## config.mk

```make
export PLATFORM = sky130hd
export DESIGN_NAME = serial_byte_collector
export DESIGN_NICKNAME = d
export VERILOG_FILES = /design/src/rtl/serial_byte_collector.sv
export SDC_FILE = /design/constraint.sdc
export NUM_CORES = 1
export LEC_CHECK = 0
export ABC_AREA = 1
export CAP_MARGIN = 10
export CORE_ASPECT_RATIO = 1.1
export CORE_MARGIN = 2
export CORE_UTILIZATION = 55
export CTS_CLUSTER_SIZE = 16
export DETAILED_ROUTE_END_ITERATION = 8
export DONT_BUFFER_PORTS = 1
export PLACE_DENSITY = 0.7
export SLEW_MARGIN = 5
export SYNTH_ARGS = -nofsm -noshare
export SYNTH_HDL_FRONTEND = slang
export SYNTH_SLANG_ARGS = --single-unit
export TNS_END_PERCENT = 50
```

## constraint.sdc

```tcl
create_clock -name i_clk -period 1.9 [get_ports i_clk]
set_input_delay 0.38 -clock i_clk [delete_from_list [all_inputs] [get_ports i_clk]]
set_output_delay 0.38 -clock i_clk [all_outputs]
set_load 0.03 [all_outputs]
```

## src/rtl/serial_byte_collector.sv

```systemverilog
// Serial frame collector: waits for a start marker, shifts in WIDTH data bits on
// bit_en strobes, and hands each finished word to a valid/ready output register.
module serial_byte_collector #(
  parameter int WIDTH     = 8,
  parameter bit MSB_FIRST = 1'b1
) (
  input  logic             i_clk,
  input  logic             i_rst,
  input  logic             i_d_in,
  input  logic             i_bit_en,
  input  logic             i_byte_ready,
  output logic [WIDTH-1:0] o_byte_out,
  output logic             o_byte_valid,
  output logic             o_busy,
  output logic             o_overrun
);

  localparam int CW = $clog2(WIDTH);
  localparam logic [CW-1:0] LAST_BIT = CW'(WIDTH - 1);

  typedef enum logic {
    ST_IDLE  = 1'b0,
    ST_SHIFT = 1'b1
  } state_t;

  state_t           r_state;
  logic [CW-1:0]    r_cnt;
  logic [WIDTH-1:0] r_shift;
  logic [WIDTH-1:0] w_next_word;

  // Shift register contents including the bit sampled this cycle.
  always_comb begin
    w_next_word = '0;
    if (MSB_FIRST) w_next_word = {r_shift[WIDTH-2:0], i_d_in};
    else           w_next_word = {i_d_in, r_shift[WIDTH-1:1]};
  end

  // Output handshake: a word moves downstream on every cycle where
  // o_byte_valid & i_byte_ready; o_byte_out is held constant while o_byte_valid=1.
  // A frame completing while an unaccepted word is held is dropped with o_overrun.
  always_ff @(posedge i_clk or posedge i_rst) begin
    if (i_rst) begin
      r_state      <= ST_IDLE;
      r_cnt        <= '0;
      r_shift      <= '0;
      o_byte_out   <= '0;
      o_byte_valid <= 1'b0;
      o_busy       <= 1'b0;
      o_overrun    <= 1'b0;
    end else begin
      o_overrun <= 1'b0;
      if (o_byte_valid && i_byte_ready) o_byte_valid <= 1'b0;

      case (r_state)
        ST_IDLE: begin
          if (i_bit_en && i_d_in) begin
            r_state <= ST_SHIFT;
            r_cnt   <= '0;
            o_busy  <= 1'b1;
          end
        end
        ST_SHIFT: begin
          if (i_bit_en) begin
            r_shift <= w_next_word;
            if (r_cnt == LAST_BIT) begin
              r_state <= ST_IDLE;
              r_cnt   <= '0;
              o_busy  <= 1'b0;
              if (!o_byte_valid || i_byte_ready) begin
                o_byte_out   <= w_next_word;
                o_byte_valid <= 1'b1;
              end else begin
                o_overrun <= 1'b1;
              end
            end else begin
              r_cnt <= r_cnt + CW'(1);
            end
          end
        end
        default: begin
          r_state <= ST_IDLE;
          o_busy  <= 1'b0;
        end
      endcase
    end
  end

endmodule

```

Yosys cells after proc, flatten, opt, wreduce, memory -nomap -nowiden

Index checks and enable logic that the tools add are counted.

Logic and storage cells: 42
Input port bits: 5
Output and inout port bits: 11
Register bits after elaboration: 22

Reduce and logical (&&, ||, !) cells: 8
Bitwise logic cells: 1
Muxes and demuxes: 21
$add $sub $neg: 1
Equality and inequality tests: 4

Operators with widths:

| cell                  | count |
|---|---|
| $mux W1               | 15 |
| $mux W3               | 3 |
| $pmux W3 S2           | 1 |
| $ne A2 B2 Y1 const B  | 2 |
| $pmux W1 S2           | 2 |
| $reduce_and A2 Y1     | 2 |
| $reduce_and A4 Y1     | 1 |
| $add A3 B1 Y3 const B | 1 |
| $eq A3 B3 Y1 const B  | 1 |
| $reduce_and A3 Y1     | 1 |
| $logic_and A1 B1 Y1   | 2 |
| $ne A2 B1 Y1 const B  | 1 |
| $logic_not A1 Y1      | 1 |
| $logic_or A1 B1 Y1    | 1 |
| $not A1 Y1            | 1 |

Depth between registers and ports, before layout

Depth after elaboration: 6
Mapped depth: 7
Depth with buffers taken out: 7

Least setup slack after synthesis

No wires, ideal clock.

Path type: reg-to-reg
Start point: register r_cnt[0]
End point: register o_byte_out[0]
Clock period less this slack: 1.257 ns
Setup time: 0.065 ns
Buffers on the path: 0
Data required time: 1.835 ns
Data arrival time: 1.192 ns
Cell stages (with the launch flop): 8
Setup slack: 0.643 ns
Path through: dfrtp_1 ha_1 ha_1 inv_1 nor2_8 nand2_4 nand2_1 nand2_1

Longest elaborated chain between the ends: 2

RTL lines:

| item                               | RTL line | source |
|---|---|---|
| start: declaration                 | 27       | `logic [CW-1:0] r_cnt;` |
| start signal: assignment           | 76       | `r_cnt <= r_cnt + CW'(1);` |
| $eq A3 B3 Y1                       | 65       | `if (r_cnt == LAST_BIT) begin` |
| $reduce_and A4 Y1 (no source line) | n/a      |  |
| end signal: assignment             | 70       | `o_byte_out <= w_next_word;` |
| end: declaration                   | 12       | `output logic [WIDTH-1:0] o_byte_out,` |

No other way between the ends.
A chain may end at the register's enable or synchronous reset.

Worst setup path after layout

Same ends and word-level chain as after synthesis.

==> impl_results.md <==
* Status: completed
* Gpl congestion at approximately 0.76
* Critical path peak fanout at 9
* CTS root buf: clkbuf_4
* Worst Skew at ~0.0011 ns
* Die area at 2048 um^2
* Vias at between 600 and 700
* Routed WL per cell at approximately 13 um
* Post-route ant nets at 0
* Total Routing Usage GR at between 10% and 20%
* Final period utilization at 73.39%
* Row count at 15
* Netlist Area Pre-Place at between 900 and 1000 um^2
* Reg clk slew, reported paths at 0.12 ns
* # port buffers at 0
* Final TNS setup at 0 ns
* RSZ-0062 raised after global routing: false
* Max Cap Viol at 0
* Nets at 108
* Vias in the first global route at 620
* Worst VDD drop at ~0.00075 V
* Min-delay worst type: in2reg
* Finished Layout Cells at 116
* Slew @ Worst Pin at between 0.4 and 0.5 ns
* DP HPWL at roughly 1.1 mm
* Pin count of the biggest net entering global routing at 23
* Post_cts resized at 0
* Placed cell count at between 100 and 150
* Layout area overhead at 5.080%
* CP endpoint kind: flop
* Setup crit start kind: flop
* Worst path required time at about 2.2 ns
* Post-synth cell types at 14
* Top cells by area, synth: dfrtp_1 59%, nand2_1 14%, nand3_1 4.8%
* Final Hold Vio Count at 0
* CP Class: reg2reg
* Initial Util at about 59%
* DR pass1 iterations at 4
* Initial antenna violation count at 0
* Register area share after synthesis at between 50% and 60%
* DR vias/cell at around 5.3
* Clock Tree Buf Depth at 2
* R2r setup slk at around 0.51 ns
* Clock sink total at 22
* Cell taking the most area after synthesis: dfrtp_1
* Register-to-Register Path Depth at 7
* Arrival time worst endpoint at between 1.5 and 2 ns
* Final wirelength at ~1.5 mm
* Layout cells sized above 1 at between 10% and 20%
* Gr ovfl total at 0
* Syn_nets at ~100
* Top cell type's share of synthesized area at 58.82%
* Hold Crit Depth at 2
* Final Max Slew Viols at 0
* I/O Pins at 16
* Slew HR at between 70% and 80%
* DRC at 0
* Die height at about 47 um
* Leak Pwr at 0.5182 nW
* # diodes at 0
* DRT iter0 DRCs at 6
* Highest clock rate at between 700 and 800 MHz
* Num CTS Buffers at 3
* Syn Area/Cell at between 9 and 10 um^2
* Critical path origin: r_cnt[0]
* Mapped Cells at 96
* Worst R2R End: o_byte_out[0]
* Crit path to: o_byte_out[0]
* TritonCTS clock tree: built
* Period minus WS final at 1.394 ns
* CORE AREA at 1577 um^2
* First-pass GRT wire length at ~2.6 mm
* PD cells at around 1500 nW/um^2
* YS warnings at 0
* Final Setup Violations at 0
* H-tree depth at 1
* Post-CTS setup buffers at 0
* Number of synthesized register bits at 22
* Worst-skew pair later-pin latency at around 0.30 ns
* RR Startpoint: r_cnt[0]
* DIE WIDTH at around 43 um
[where the power goes]
part	internal (W)	total [W]	switching (W)
logic	0.000114	0.000293	0.000180
registers	0.000640	0.000927	0.000287
clock network	0.000117	0.000254	0.000137
[cells in the mapped netlist (all sizes together)]
master	instances
dfrtp	22
o21ai	11
buf	3
nor2	1
nor3	1
nand3	9
a21oi	2
inv	8
nand2	36
ha	3
[repair_timing]
action                                  in CTS  in global routing
hold endpoints to repair                    22                  0
hold buffers                                 1                  0
endpoints found under the setup margin       0                  0
[layer usage]
layer / GRT usage, % / routed length, um
met1: 20.83 / 665
met2: 30.45 / 727
met3: 4.615 / 79
met4: 10.91 / 16
met5: 0 / 0
[sequential cells by signal, indices dropped and copies added (netlist names)]
name	count
o_overrun	1
o_byte_valid	1
r_state	1
o_byte_out	8
r_shift	7
o_busy	1
r_cnt	3
[metrics by stage]
| step | setup slack, ns | hold slack, ns | power [W] | util (%) | cell area, um^2 |
|---|---|---|---|---|---|
| global placement | 0.5884 | 0.3179 | 0.001227 | 59.44 | 937.1 |
| global route | 0.3864 | 0.1848 | 0.001585 | 62.38 | 983.4 |
| floorplan | 0.6429 | 0.3692 | 0.001171 | - | 935.9 |
| CTS | 0.4895 | 0.1760 | 0.001499 | 62.38 | 983.4 |
| finish | 0.5056 | 0.1897 | 0.001475 | 62.38 | 983.4 |
| detailed placement | 0.5194 | 0.3219 | 0.001238 | 59.44 | 937.1 |
[final cells by class]
type / instances / area (um^2)
Tap cell: 17 / 21.27
Clock buffer: 4 / 36.28
Inverter: 8 / 30.03
Timing Repair Buffer: 2 / 17.52
Multi-Input combinational cell: 63 / 327.8
Sequential cell: 22 / 550.5
Fill cell: 137 / 593.1
[cell families after synthesis]
| logic type | Yosys count | synth area share, % |
|---|---|---|
| and+or+nand+nor | 47 | 24.06 |
| AOI/OAI and AO/OA | 13 | 6.952 |
| DFF | 22 | 58.82 |
| buffers and inverters | 11 | 6.149 |
| adders and majority gates | 3 | 4.011 |
[worst min-delay path by stage]
| stage | start | slack (ns) | to |
|---|---|---|---|
| after global placement | i_rst | 0.32 | o_byte_out[2] |
| after detailed placement | i_rst | 0.32 | o_byte_out[2] |
| after global routing | i_d_in | 0.18 | r_shift[0] |
| after CTS | i_d_in | 0.18 | r_shift[0] |
| after floorplan | i_rst | 0.37 | o_busy |
| final | i_d_in | 0.19 | r_shift[0] |
[layout by cell type, fill, tap and decap left out, drive strengths merged]
master,count
dfrtp,22
nand3,9
a21oi,2
clkbuf,4
nor2,1
nor3,1
buf,1
ha,3
inv,8
dlygate4sd3,1
nand2,36
o21ai,11
[worst max-delay path: stages (launching register included)]
cell	delay [ns]
dfrtp_1	0.42
ha_1	0.23
ha_1	0.18
inv_1	0.19
nor2_8	0.09
nand2_4	0.10
nand2_1	0.07
nand2_1	0.06
Power figures use the tool's default switching activity.
